### src/rtl/proc_pkg.sv
// Shared definitions for the instruction fetch unit: state encodings, widths, HLT opcode.
// Used by instr_fetch and fetch_pbuf (the latter built only with FETCH_PREFETCH_EN).
package proc_pkg;

   localparam int PC_W   = 8;
   localparam int DATA_W = 8;

   localparam logic [DATA_W-1:0] OPC_HLT = 8'hFF;

   typedef enum logic [1:0] {
      ST_FETCH = 2'd0,
      ST_ISSUE = 2'd1,
      ST_HALT  = 2'd2
   } state_t;

   // Program counter advance; 8'hFF wraps naturally to 8'h00.
   function automatic logic [PC_W-1:0] pc_next(input logic [PC_W-1:0] p);
      return p + {{(PC_W-1){1'b0}}, 1'b1};
   endfunction

endpackage

### src/rtl/fetch_pbuf.sv
// One-byte prefetch buffer holding the instruction after the one being issued.
// Present only when FETCH_PREFETCH_EN is defined; clear has priority over load.
module fetch_pbuf
   import proc_pkg::*;
(
   input  logic              clk,
   input  logic              reset,
   input  logic              load,
   input  logic              clear,
   input  logic [DATA_W-1:0] data,
   output logic [DATA_W-1:0] pbuf,
   output logic              pbuf_valid
);

   always_ff @(posedge clk or negedge reset) begin
      if (!reset) begin
         pbuf       <= '0;
         pbuf_valid <= 1'b0;
      end else if (clear) begin
         pbuf_valid <= 1'b0;
      end else if (load) begin
         pbuf       <= data;
         pbuf_valid <= 1'b1;
      end
   end

endmodule

### src/rtl/instr_fetch.sv
// Instruction fetch unit: reads program bytes, issues them to the controller, halts on HLT.
// Optional FETCH_PREFETCH_EN adds a one-byte prefetch buffer for back-to-back issue.
module instr_fetch
   import proc_pkg::*;
(
   input  logic              clk,
   input  logic              reset,
   output logic [PC_W-1:0]   mem_addr,
   output logic              mem_rd,
   input  logic [DATA_W-1:0] mem_rdata,
   input  logic              mem_ready,
   output logic [DATA_W-1:0] opcode,
   output logic              op,
   input  logic              ctrl_done,
   input  logic              pc_load,
   input  logic [PC_W-1:0]   pc_load_val,
   output logic [PC_W-1:0]   pc,
   output logic              halted
);

   state_t state, state_nx;

   logic              accept;
   logic              done_edge;
   logic              mem_rd_nx;
   logic              op_nx;
   logic              halted_nx;
   logic [DATA_W-1:0] opcode_nx;
   logic [PC_W-1:0]   pc_nx;
   logic [DATA_W-1:0] pbuf;
   logic              pbuf_valid;

   assign accept    = mem_rd & mem_ready;
   assign done_edge = (state == ST_ISSUE) & op & ctrl_done;
   assign mem_addr  = pc;

`ifdef FETCH_PREFETCH_EN
   localparam bit PF_EN = 1'b1;

   // A byte accepted on the done edge goes straight to opcode, so only park it otherwise.
   fetch_pbuf u_pbuf (
      .clk        (clk),
      .reset      (reset),
      .load       ((state == ST_ISSUE) & accept & ~done_edge),
      .clear      (done_edge),
      .data       (mem_rdata),
      .pbuf       (pbuf),
      .pbuf_valid (pbuf_valid)
   );
`else
   localparam bit PF_EN = 1'b0;

   assign pbuf       = '0;
   assign pbuf_valid = 1'b0;
`endif

   always_ff @(posedge clk or negedge reset) begin
      if (!reset) state <= ST_FETCH;
      else        state <= state_nx;
   end

   always_comb begin
      state_nx = state;
      case (state)
         ST_FETCH: if (accept) state_nx = ST_ISSUE;
         ST_ISSUE: begin
            if (done_edge) begin
               if (opcode == OPC_HLT)                     state_nx = ST_HALT;
               else if (pc_load)                          state_nx = ST_FETCH;
               else if (PF_EN && (pbuf_valid || accept))  state_nx = ST_ISSUE;
               else                                       state_nx = ST_FETCH;
            end
         end
         ST_HALT:  state_nx = ST_HALT;
         default:  state_nx = ST_FETCH;
      endcase
   end

   always_comb begin
      mem_rd_nx = mem_rd;
      op_nx     = op;
      opcode_nx = opcode;
      pc_nx     = pc;
      halted_nx = halted;
      if (accept) pc_nx = pc_next(pc);
      case (state)
         ST_FETCH: begin
            mem_rd_nx = 1'b1;
            if (accept) begin
               opcode_nx = mem_rdata;
               op_nx     = 1'b1;
               mem_rd_nx = PF_EN && (mem_rdata != OPC_HLT);
            end
         end
         ST_ISSUE: begin
            // Buffer just filled: stop prefetching until it drains.
            if (PF_EN && accept) mem_rd_nx = 1'b0;
            if (done_edge) begin
               if (pc_load) pc_nx = pc_load_val;
               if (opcode == OPC_HLT) begin
                  op_nx     = 1'b0;
                  mem_rd_nx = 1'b0;
                  halted_nx = 1'b1;
               end else if (pc_load) begin
                  op_nx     = 1'b0;
                  mem_rd_nx = 1'b0;
               end else if (PF_EN && pbuf_valid) begin
                  opcode_nx = pbuf;
                  mem_rd_nx = (pbuf != OPC_HLT);
               end else if (PF_EN && accept) begin
                  opcode_nx = mem_rdata;
                  mem_rd_nx = (mem_rdata != OPC_HLT);
               end else begin
                  op_nx     = 1'b0;
                  mem_rd_nx = 1'b1;
               end
            end
         end
         ST_HALT: begin
            mem_rd_nx = 1'b0;
            op_nx     = 1'b0;
            halted_nx = 1'b1;
         end
         default: begin
            mem_rd_nx = 1'b0;
            op_nx     = 1'b0;
         end
      endcase
   end

   always_ff @(posedge clk or negedge reset) begin
      if (!reset) begin
         mem_rd <= 1'b0;
         op     <= 1'b0;
         opcode <= '0;
         pc     <= '0;
         halted <= 1'b0;
      end else begin
         mem_rd <= mem_rd_nx;
         op     <= op_nx;
         opcode <= opcode_nx;
         pc     <= pc_nx;
         halted <= halted_nx;
      end
   end

endmodule

### config.mk
export PLATFORM = sky130hd
export DESIGN_NAME = instr_fetch
export DESIGN_NICKNAME = d
export VERILOG_FILES = /design/src/rtl/proc_pkg.sv /design/src/rtl/fetch_pbuf.sv /design/src/rtl/instr_fetch.sv
export SDC_FILE = /design/constraint.sdc
export NUM_CORES = 1
export LEC_CHECK = 0
export ABC_CLOCK_PERIOD_IN_PS = 1200
export CORE_UTILIZATION = 30
export DETAILED_ROUTE_END_ITERATION = 10
export PLACE_DENSITY_LB_ADDON = 0.2
export SKIP_LAST_GASP = 1
export SLEW_MARGIN = 20
export SYNTH_ARGS = -nofsm -noshare
export SYNTH_HDL_FRONTEND = slang
export SYNTH_SLANG_ARGS = --single-unit
### constraint.sdc
create_clock -name clk -period 1.2 [get_ports clk]
set_input_delay 0.12 -clock clk [delete_from_list [all_inputs] [get_ports clk]]
set_output_delay 0.12 -clock clk [all_outputs]
set_load 0.03 [all_outputs]
# == Word-level counts from Yosys, hierarchy flattened ==
# Cells that the tools add are included.
# W data, S select, Z words.
# totals
reg_bits,21
in_bits,21
output_inout_bits,27
elab_cells,40
# op_classes
addsub,1
eq_ne,6
mux,19
n_bitwise,3
n_reduce_logical,5
# op_table
cell,n
$mux W8,4
$add A8 B1 Y8 const B,1
$eq A8 B8 Y1 const B,1
$mux W1,8
$mux W2,3
$pmux W1 S2,3
$pmux W2 S3,1
$ne A2 B2 Y1 const B,2
$reduce_and A2 Y1,2
$and A1 B1 Y1,3
$reduce_and A3 Y1,1
$eq A2 B1 Y1 const B,1
$eq A2 B2 Y1 const B,1
$logic_not A2 Y1,1
$ne A2 B1 Y1 const B,1
$reduce_bool A2 Y1,1

# == Logic depth before layout (Yosys ltp) ==
# Gate-level depths: netlist (run 1).
# logic_depth
depth_word,5
depth_mapped,6
mapped_depth_nobuf,4

# == Worst setup path before layout (run 1) ==
# OpenSTA, ideal clock, no wires.
# synth_timing
path_kind,flip-flop to flip-flop
from,register mem_rd
to,register opcode[0]
t_arrival_ns,1.309
t_required_ns,1.075
setup_slack_ns,-0.234
stages_incl_launch_ff,4
n_path_buf,0
path_cell_list,dfrtp_1 -> nand2_1 -> nor3_4 -> mux2_2
# synth_between
elab_chain_len,2
# synth_lines
item,line,text
start: declaration,instr_fetch.sv:9,"output logic mem_rd,"
start signal: assignment,instr_fetch.sv:139,mem_rd <= mem_rd_nx;
$and A1 B1 Y1,instr_fetch.sv:33,assign accept = mem_rd & mem_ready;
$reduce_and A2 Y1 (no source line),--,
end signal: assignment,instr_fetch.sv:141,opcode <= opcode_nx;
end: declaration,instr_fetch.sv:12,"output logic [DATA_W-1:0] opcode,"
# No other way between the ends.
# A chain may end at the register's enable or synchronous reset.

# == Worst setup path in the final report (run 1) ==
# layout_timing
from,register state[1]
to,register opcode[0]
# layout_between
elab_chain_len,2
# layout_lines
item,line,text
start: declaration,instr_fetch.sv:21,"state_t state, state_nx;"
start signal: assignment,instr_fetch.sv:59,else state <= state_nx;
$logic_not A2 Y1,instr_fetch.sv:86,case (state)
$reduce_and A2 Y1 (no source line),--,
# No other way between the ends.

==> results.md, run 1 <==
* Status: finished, violations left
* Failing checks: setup timing
* Gate Count Post-Synth at 97
* Gpl congestion at 0.776
* H-tree levels at 1
* Top_reg_cell synth: dfrtp_1
* Initial Utilization at 32.0%
* FILL cells at 302
* First-pass GRT wire length at 4840 um
* Post-synth EDFFs at 0
* Largest family of logic cells by synthesized area: simple AND/OR/NAND/NOR gates
* Antenna Nets Post-Route at 0
* Vias in the first global route at 1086
* Grt total ovfl at 0
* Drt pass-1 iters at 4
* TritonCTS Buffers at 3
* Asr flop ratio synth at 100%
* Yosys warning total at 0
* Sequential share of power at 29.2%
* Routed wire length per instance at 14.1 um
* Dpl hpwl at 1960 um
* Yosys cell types at 26
* Worst endpoint required time at 1.40 ns
* Int Power at 2480 uW
* PD cells at 2570 nW/um^2
* Simple-Gate Fraction of Synth Area at 17.3%
* Count of final setup violators at 16
* DRC errors left at 0
* Fmax at 0.782 GHz
* Sw Share at 46.1%
* Synth Area in Adders at 1.15%
* Placement Rows at 21
* Slew margin rel. at 81.2%
* XOR/XNOR Fraction of Synth Area at 5.66%
* Crit Path Max Fanout at 8
* Final period util at 107%
* Final hold viol count at 0
* Max-slew violation count at 0
* CP startpoint: state[1]$_DFFE_PN0P_
* R2R depth at 3
* # Max-Cap Violations at 0
* Core area at 3390 um^2
* CTS Hold Bufs at 0
* Setup ws final at -0.0789 ns
* GRT Util Overall at 15.8%
* Die Wd at 62.1 um
* Final WL at 2870 um
* Num ports at 48
* Clock Skew at 0.00584 ns
* Final core utilization at 52.8%
* N_diodes at 0
* CTS tree: built
* Largest net degree at the start of global routing at 22
* Logic pwr share at 63.3%
* Worst-path cell chain: nor3_4, buf_12, mux2_4
* RSZ-0062 raised after global routing: true
* Worst-path clk slew at 0.12 ns
* Worst skew pair latency at 0.31 ns
* CP Capture Point: opcode[0]$_DFFE_PN0P_
* Clock network power share at 7.6%
* Layout cell share with drive strength beyond 1 at 53.2%
* Clock tree root driver cell: clkbuf_4
* Die area at 3860 um^2
* Synth Area per Inst at 11.2 um^2
* Flop2flop setup slack at -0.08 ns
* Synthesized flop and latch total at 21
* Crit path DAT at 1.48 ns
* Syn Nets at 119
* Via count at 971
* Crit end category: flip-flop
* CP max-delay cell: dfrtp_2
* Reg2reg start: state[1]$_DFFE_PN0P_
* Worst slew pin tran at 0.281 ns
* Switching power at 2120 uW
* RR Endpoint: opcode[0]$_DFFE_PN0P_
* Synth Area in Compound Gates at 9.01%
* Hold WC Path Type: input pin to asynchronous set/reset pin
* DR vias/cell at 4.76
* Die Y at 62.1 um
* Initial antenna violation count at 0
* Synth-to-layout area growth at 65.2%
* Nets at 181
* Clock Tree Buf Depth at 2
* Starting DRT DRC Count at 17
* Final TNS setup at -1.00 ns
* Crit Path Category: flip-flop to flip-flop
* Final min period at 1.28 ns
* Maximum VDD drop at 1.10 mV
* # clock sinks at 21
* PnR Total Power at 4610 uW
* Biggest cell delay along the critical path at 0.48 ns
* Pleak at 0.000788 uW
* Share of the yosys chip area belonging to registers at 48.5%
* PortBufs at 47
* Mux contribution to synthesized area at 8.31%
* Kind of start point of the critical path: flip-flop
* Syn Std Cell Area at 1080 um^2
-- repair_timing --
| item | CTS | global route |
|---|---|---|
| resized for setup | 52 | 20 |
| setup endpoints to repair | 35 | 25 |
| pin swaps | 7 | 3 |
| setup buffers | 3 | 4 |
| cloned | 1 | 0 |
-- kinds of logic after synthesis --
family,Yosys count
simple gates,31
flops,21
compound gates,15
buf+inv,14
mux,8
xor+xnor,7
fa+ha+maj,1
-- routing by layer --
metal / share of wire, % / wire length [um] / vias up / track usage (%)
met2: 50 / 1430 / 40 / 27.7
met1: 42 / 1200 / 468 / 17.9
met4: 2.3 / 66 / 0 / 7.85
met5: 0 / 0 / - / 0
met3: 6.1 / 174 / 7 / 3.49
li1: - / - / 456 / -
-- worst min path at each step --
stage	slack [ns]	to	cells past startpoint	startpoint
finish	0.16	mem_addr[5]$_DFF_PN0_	2	reset
detailed placement	0.46	halted$_DFFE_PN0P_	1	halted$_DFFE_PN0P_
global route	0.18	mem_addr[5]$_DFF_PN0_	2	reset
floorplan	-0.18	halted$_DFFE_PN0P_	0	reset
global placement	0.46	halted$_DFFE_PN0P_	1	halted$_DFFE_PN0P_
CTS	0.17	mem_addr[5]$_DFF_PN0_	2	reset
-- final cells by class --
type / instances / area, um^2 / share of cell area, %
timing repair buffer: 68 / 613 / 34.2
multi-input combinational: 63 / 551 / 30.7
sequential: 21 / 536 / 29.9
tap: 46 / 57.6 / 3.21
clock buffer: 4 / 26.3 / 1.47
inverter: 2 / 7.51 / 0.419
-- cell usage after synthesis, types with 2 or more instances --
cell / number / area, um^2
mux2_2: 8 / 90.1
and3_1: 2 / 12.5
nor2_1: 11 / 41.3
nand4_1: 6 / 37.5
buf_6: 3 / 33.8
xor2_1: 6 / 52.6
a21oi_1: 8 / 40.0
buf_4: 9 / 67.6
nand2_1: 7 / 26.3
dfrtp_1: 21 / 526
-- flip-flops by register name (all words and copies together), names as in the netlist --
register / flops
halted: 1
mem_addr: 8
mem_rd: 1
op: 1
opcode: 8
state: 2
-- worst max-delay path: cells and delay by family, from the launching register on --
family,cells,cell delay (ns)
and+or+nand+nor,1,0.23
muxes,1,0.30
DFF,1,0.48
buffers and inverters,1,0.16
-- per-stage QoR --
step	hold slack [ns]	worst slack, ns	instances	area (um^2)
floorplan	-0.176	-0.105	97	1090
global placement	0.456	-0.265	192	1610
detailed placement	0.460	-0.305	192	1610
CTS	0.167	-0.0716	200	1740
global route	0.177	-0.134	204	1790
finish	0.163	-0.0789	204	1790
-- power groups by stage --
stage / Sequential (uW) / Combinational (uW) / Clock [uW]
final: 1340 / 2920 / 348
after global routing: 1400 / 3080 / 390
after CTS: 1340 / 2830 / 363
after detailed placement: 1350 / 2720 / 0
after global placement: 1330 / 2670 / 0
after floorplan: 1930 / 1110 / 0
-- cell usage in the layout (no fill, tap or decap), types with 2 or more instances in the layout --
master           count
and3_1               2
buf_6                4
dfrtp_1             13
a21oi_2              7
dfrtp_2              8
clkbuf_2             5
nand2_1              6
clkbuf_4             3
nor2_1              10
nand4_1              6
clkdlybuf4s50_1     20
mux2_4               8
buf_4               28
nand4_4              2
xor2_1               6
clkdlybuf4s15_2     10
Power figures use the tool's default switching activity.
==> run 2, diff against run 1 <==
--- a/config.mk
+++ b/config.mk
@@ -7,6 +7,7 @@
 export LEC_CHECK = 0
 export ABC_CLOCK_PERIOD_IN_PS = 1200
 export CORE_UTILIZATION = 30
+export CTS_BUF_LIST = sky130_fd_sc_hd__clkbuf_4 sky130_fd_sc_hd__clkbuf_8
 export DETAILED_ROUTE_END_ITERATION = 10
 export PLACE_DENSITY_LB_ADDON = 0.2
 export SKIP_LAST_GASP = 1
==> results.md, run 2 (same netlist as run 1, synthesis figures left out) <==
* Status: finished, violations left (unchanged)
* Worst hold slack at 0.159 ns (was 0.163 ns)
* Worst endpoint required time at 1.41 ns (was 1.40 ns)
* CTS tree: built (unchanged)
* RSZ-0062 raised after global routing: true (unchanged)
* Count of final setup violators at 17 (was 16)
* Failing checks: setup timing (unchanged)
* Commonest non-fill, non-tap cell in the layout: buf_4 (unchanged)
* Antenna Nets Post-Route at 0 (unchanged)
* Maximum VDD drop at 1.09 mV (was 1.10 mV)
* Die Y at 62.1 um (unchanged)
* GRT Util Overall at 15.5% (was 15.8%)
* Crit end category: flip-flop (unchanged)
* DR vias/cell at 4.76 (about the same)
* Most frequent cells in the layout: buf_4 (28), clkdlybuf4s50_1 (20), dfrtp_1 (13) (unchanged)
* Top routing layer in use: met4 (unchanged)
* Initial antenna violation count at 0 (unchanged)
* Slew margin rel. at 81.3% (was 81.2%)
* Max-slew violation count at 0 (unchanged)
* Num ports at 48 (unchanged)
* Vias in the first global route at 1085 (was 1086)
* Clock tree root driver cell: clkbuf_4 (unchanged)
* Setup ws final at -0.0915 ns (was -0.0789 ns)
* Nets at 179 (was 181)
* Met3 wire length at 161 um (was 174 um)
* Hold WC Path Type: input pin to asynchronous set/reset pin (unchanged)
* Crit path DAT at 1.50 ns (was 1.48 ns)
* Via count at 961 (was 971)
* TritonCTS Buffers at 3 (unchanged)
* Crit Path Max Fanout at 8 (unchanged)
* Routed wire length per instance at 14.0 um (was 14.1 um)
* Final period util at 108% (was 107%)
* PortBufs at 47 (unchanged)
* # clock sinks at 21 (unchanged)
* Final min period at 1.29 ns (was 1.28 ns)
* Synth-to-layout area growth at 64.2% (was 65.2%)
* Pleak at 0.000786 uW (was 0.000788 uW)
* Fmax at 0.774 GHz (was 0.782 GHz)
* Clock Tree Buf Depth at 2 (unchanged)
* Grt total ovfl at 0 (unchanged)
* Crit Path Category: flip-flop to flip-flop (unchanged)
* Dpl hpwl at 1960 um (unchanged)
* Initial Utilization at 32.0% (unchanged)
* Starting DRT DRC Count at 22 (was 17)
* PnR Total Power at 4640 uW (was 4610 uW)
* Largest net degree at the start of global routing at 22 (unchanged)
* Met2 WL at 1470 um (was 1430 um)
* Worst slew pin tran at 0.280 ns (was 0.281 ns)
* N_diodes at 0 (unchanged)
* H-tree levels at 1 (unchanged)
* Drt pass-1 iters at 4 (unchanged)
* Layout cell share with drive strength beyond 1 at 53.2% (about the same)
* Worst skew pair latency at 0.31 ns (about the same)
* Final hold viol count at 0 (unchanged)
* Kind of start point of the critical path: flip-flop (unchanged)
* Core area at 3390 um^2 (unchanged)
* Placement Rows at 21 (unchanged)
* Die Wd at 62.1 um (unchanged)
* Final WL at 2820 um (was 2870 um)
* Clock Skew at 0.00538 ns (was 0.00584 ns)
* CTS Hold Bufs at 0 (unchanged)
* First-pass GRT wire length at 4820 um (was 4840 um)
* PD cells at 2610 nW/um^2 (was 2570 nW/um^2)
* Worst-path clk slew at 0.12 ns (about the same)
* DRT met1 WL at 1150 um (was 1200 um)
* Gpl congestion at 0.776 (unchanged)
* # Max-Cap Violations at 0 (unchanged)
* Die area at 3860 um^2 (unchanged)
* DRC errors left at 0 (unchanged)
## run 2: cell types whose count changed in the layout (fill, tap and decap cells not counted)
| cell | previous run | this run |
|---|---|---|
| mux2_2 | 0 | 1 |
| nand2_4 | 0 | 1 |
| nand2_2 | 1 | 0 |
| mux2_4 | 8 | 7 |
| clkbuf_2 | 5 | 4 |
| buf_6 | 4 | 2 |
| clkbuf_1 | 1 | 0 |
| clkbuf_4 | 3 | 4 |
| clkdlybuf4s15_2 | 10 | 11 |
## run 2: final cells by class
type                            count  area (um^2)
Sequential cell                    21          536
Tap cell                           46         57.6
Multi-Input combinational cell     63          552
Inverter                            2         7.51
Fill cell                         301         1610
Clock buffer                        4         30.0
Timing Repair Buffer               66          597
## run 2: stage by stage
step                      util (%)  area, um^2  setup TNS, ns  setup WS, ns  instances
after global placement        47.4        1610          -4.09        -0.265        192
final                         52.5        1780         -0.808       -0.0915        202
after global routing          52.5        1780          -1.96        -0.158        202
after floorplan                  -        1090         -0.993        -0.105         97
after detailed placement      47.4        1610          -4.43        -0.305        192
after CTS                     51.2        1730         -0.931       -0.0690        200
## run 2: worst max-delay path: stages, from the launching register on
cell and delay [ns]:
dfrtp_2 0.42, nand2_4 0.06, nor3_4 0.21, buf_12 0.16, mux2_2 0.33
## run 2: worst paths after layout
path                                     from               endpoint  slack (ns)  depth (start not counted)
hold / removal                          reset  mem_addr[5]$_DFF_PN0_        0.16                          2
setup / recovery           mem_rd$_DFFE_PN0P_  opcode[3]$_DFFE_PN0P_       -0.09                          4
setup reg to reg           mem_rd$_DFFE_PN0P_  opcode[3]$_DFFE_PN0P_       -0.09                          4
hold reg to reg            halted$_DFFE_PN0P_     halted$_DFFE_PN0P_        0.48                          1
min in group clk               pc_load_val[7]  mem_addr[7]$_DFF_PN0_        0.39                          3
max in group asynchronous               reset  mem_addr[0]$_DFF_PN0_        0.80                          2
## run 2: what timing repair did
item | in CTS | in global routing
gates resized for setup | 50 | 20
pin swaps | 6 | 2
setup endpoints to repair | 35 | 24
gates cloned | 1 | 0
setup buffers | 3 | 2
## run 2: report_power, final
group	internal (uW)	total, uW	switching, uW
logic	1320	2910	1590
clock network	153	373	221
registers	1040	1350	309
total	2510	4640	2120
## run 2: metal layers
layer / track usage (%) / vias up
met1: 17.8 / 464
met3: 3.13 / 4
met4: 6.69 / 0
met2: 27.9 / 37
met5: 0 / -
li1: - / 456
==> run 3, diff against run 2 <==
--- a/config.mk
+++ b/config.mk
@@ -9,6 +9,7 @@
 export CORE_UTILIZATION = 30
 export CTS_BUF_LIST = sky130_fd_sc_hd__clkbuf_4 sky130_fd_sc_hd__clkbuf_8
 export DETAILED_ROUTE_END_ITERATION = 10
+export GPL_TIMING_DRIVEN = 0
 export PLACE_DENSITY_LB_ADDON = 0.2
 export SKIP_LAST_GASP = 1
 export SLEW_MARGIN = 20
==> results.md, run 3 (same netlist as run 1, synthesis figures left out) <==
* # clock sinks at 21 (unchanged)
* Routed wire length per instance at 13.5 um (was 14.0 um)
* Dpl hpwl at 1890 um (was 1960 um)
* Setup ws final at -0.106 ns (was -0.0915 ns)
* Reg2reg start: state[1]$_DFFE_PN0P_ (was mem_rd$_DFFE_PN0P_)
* Worst-path clk slew at 0.12 ns (about the same)
* Maximum VDD drop at 1.12 mV (was 1.09 mV)
* Crit Path Max Fanout at 8 (unchanged)
* Final period util at 109% (was 108%)
* Dpl ws at -0.358 ns (was -0.305 ns)
* Commonest non-fill, non-tap cell in the layout: buf_4 (unchanged)
* Synth-to-layout area growth at 74.8% (was 64.2%)
* Logic pwr share at 65.0% (was 62.8%)
* Largest net degree at the start of global routing at 22 (unchanged)
* Placed cell areas at 1620 um^2 (was 1610 um^2)
* Most frequent cells in the layout: buf_4 (22), clkdlybuf4s50_1 (19), dfrtp_1 (15) (was buf_4 (28), clkdlybuf4s50_1 (20), dfrtp_1 (13))
* Hold WC Path Type: input pin to asynchronous set/reset pin (unchanged)
* Int Power at 2680 uW (was 2510 uW)
* DR vias/cell at 4.60 (was 4.76)
* Placement Rows at 21 (unchanged)
* Grt total ovfl at 0 (unchanged)
* Gpl congestion at 0.772 (was 0.776)
* Count of final setup violators at 17 (unchanged)
* FILL cells at 308 (was 301)
* Sequential share of power at 27.1% (was 29.1%)
* Max-slew violation count at 0 (unchanged)
* Worst-path cell chain: buf_6, nor3_4, buf_12, mux2_4 (was nand2_4, nor3_4, buf_12, mux2_2)
* Vias in the first global route at 1038 (was 1085)
* Die Wd at 62.1 um (unchanged)
* Crit Path Category: flip-flop to flip-flop (unchanged)
* Initial antenna violation count at 0 (unchanged)
* Kind of start point of the critical path: flip-flop (unchanged)
* Final hold viol count at 0 (unchanged)
* N_diodes at 0 (unchanged)
* Pleak at 0.000836 uW (was 0.000786 uW)
* # Max-Cap Violations at 0 (unchanged)
* DRC errors left at 0 (unchanged)
* Via count at 976 (was 961)
* Worst slew pin tran at 0.487 ns (was 0.280 ns)
* Flop2flop setup slack at -0.11 ns (was -0.09 ns)
* H-tree levels at 1 (unchanged)
* Num ports at 48 (unchanged)
* Fin area at 1890 um^2 (was 1780 um^2)
* GRT Util Overall at 16.0% (was 15.5%)
* Slew margin rel. at 67.5% (was 81.3%)
* Status: finished, violations left (unchanged)
* Initial Utilization at 32.0% (unchanged)
* Layout cell share with drive strength beyond 1 at 58.4% (was 53.2%)
* CTS tree: built (unchanged)
* CP max-delay cell: dfrtp_1 (was dfrtp_2)
* Antenna Nets Post-Route at 0 (unchanged)
* Worst endpoint required time at 1.41 ns (about the same)
* Clock network power share at 7.8% (was 8.1%)
* Crit end category: flip-flop (unchanged)
* Core area at 3390 um^2 (unchanged)
* RSZ-0062 raised after global routing: true (unchanged)
* R2R depth at 4 (unchanged)
* Clock Tree Buf Depth at 2 (unchanged)
* Failing checks: setup timing (unchanged)
* Worst skew pair latency at 0.31 ns (about the same)
* Worst hold slack at 0.296 ns (was 0.159 ns)
* Die area at 3860 um^2 (unchanged)
* Die Y at 62.1 um (unchanged)
* PortBufs at 47 (unchanged)
* Placed insts at 190 (was 192)
* Switching power at 2160 uW (was 2120 uW)
* TritonCTS Buffers at 3 (unchanged)
* Biggest cell delay along the critical path at 0.40 ns (was 0.42 ns)
* Fmax at 0.766 GHz (was 0.774 GHz)
* Final Non-Filler Cells at 212 (was 202)
* CP startpoint: state[1]$_DFFE_PN0P_ (was mem_rd$_DFFE_PN0P_)
* Clock Skew at 0.00462 ns (was 0.00538 ns)
* Drt pass-1 iters at 4 (unchanged)
* Final core utilization at 55.9% (was 52.5%)
* Crit path DAT at 1.51 ns (was 1.50 ns)
* Sw Share at 44.6% (was 45.8%)
* Final min period at 1.31 ns (was 1.29 ns)
* First-pass GRT wire length at 4810 um (was 4820 um)
* Final WL at 2860 um (was 2820 um)
* RR Endpoint: opcode[3]$_DFFE_PN0P_ (unchanged)
* Nets at 189 (was 179)
* PD cells at 2550 nW/um^2 (was 2610 nW/um^2)
* Clock tree root driver cell: clkbuf_4 (unchanged)
* Starting DRT DRC Count at 20 (was 22)
run 3: cell types whose count changed in the layout (fill, tap and decap cells not counted), moves of 3 or more:
| cell | change |
|---|---|
| nor2_4 | +4 |
| a21oi_1 | +4 |
| a21oi_2 | -4 |
| buf_4 | -6 |
| nor2_2 | +3 |
| buf_2 | +8 |
| buf_6 | +7 |
| nor2_1 | -7 |
run 3: worst max path at each step:
stage	end	slack, ns	cells after the start
after floorplan	opcode[0]$_DFFE_PN0P_	-0.10	3
after global placement	opcode[0]$_DFFE_PN0P_	-0.32	4
after detailed placement	opcode[2]$_DFFE_PN0P_	-0.36	4
after CTS	opcode[2]$_DFFE_PN0P_	-0.09	4
after global routing	opcode[2]$_DFFE_PN0P_	-0.14	4
final	opcode[3]$_DFFE_PN0P_	-0.11	4
run 3: final cells by class:
class	instances	area, um^2	share of cell area (%)
buffer	12	105	5.55
clock buffer	4	30.0	1.59
inverter	2	7.51	0.396
multi-input combinational	62	573	30.3
sequential	21	533	28.1
tap	46	57.6	3.04
timing repair buffer	65	588	31.0
run 3: critical path, delay by kind of cell (launching register included):
family                 cells  cell delay, ns
multiplexers               1            0.30
AND/OR/NAND/NOR            1            0.21
flip-flops                 1            0.40
buffers and inverters      2            0.29
run 3: what timing repair did:
item | CTS | global route
endpoints found under the setup margin | 46 | 28
gates resized for setup | 98 | 45
pin swaps | 9 | 7
endpoints found under the hold margin | 0 | 21
buffers inserted | 12 | 4
hold buffers | 0 | 1
gates cloned | 1 | 0
run 3: through the flow:
stage	setup TNS, ns	power (uW)
after floorplan	-0.993	3040
after global placement	-7.86	4100
after detailed placement	-9.05	4170
after CTS	-1.19	4640
after global routing	-2.17	5120
final	-1.17	4830
run 3: power by group through the flow:
stage | Combinational [uW] | Clock (uW) | Sequential [uW]
4_1_cts | 2930 | 393 | 1310
5_1_grt | 3330 | 429 | 1360
3_5_place_dp | 2760 | 0 | 1410
2_1_floorplan | 1110 | 0 | 1930
6_report | 3140 | 378 | 1310
3_3_place_gp | 2730 | 0 | 1380
run 3: routing by layer:
| metal | global-route usage (%) | share of wire (%) | routed length, um |
|---|---|---|---|
| met1 | 18.5 | 41 | 1190 |
| met2 | 28.4 | 51 | 1470 |
| met3 | 3.31 | 5.5 | 157 |
| met4 | 6.98 | 1.4 | 41 |
| met5 | 0 | 0 | 0 |
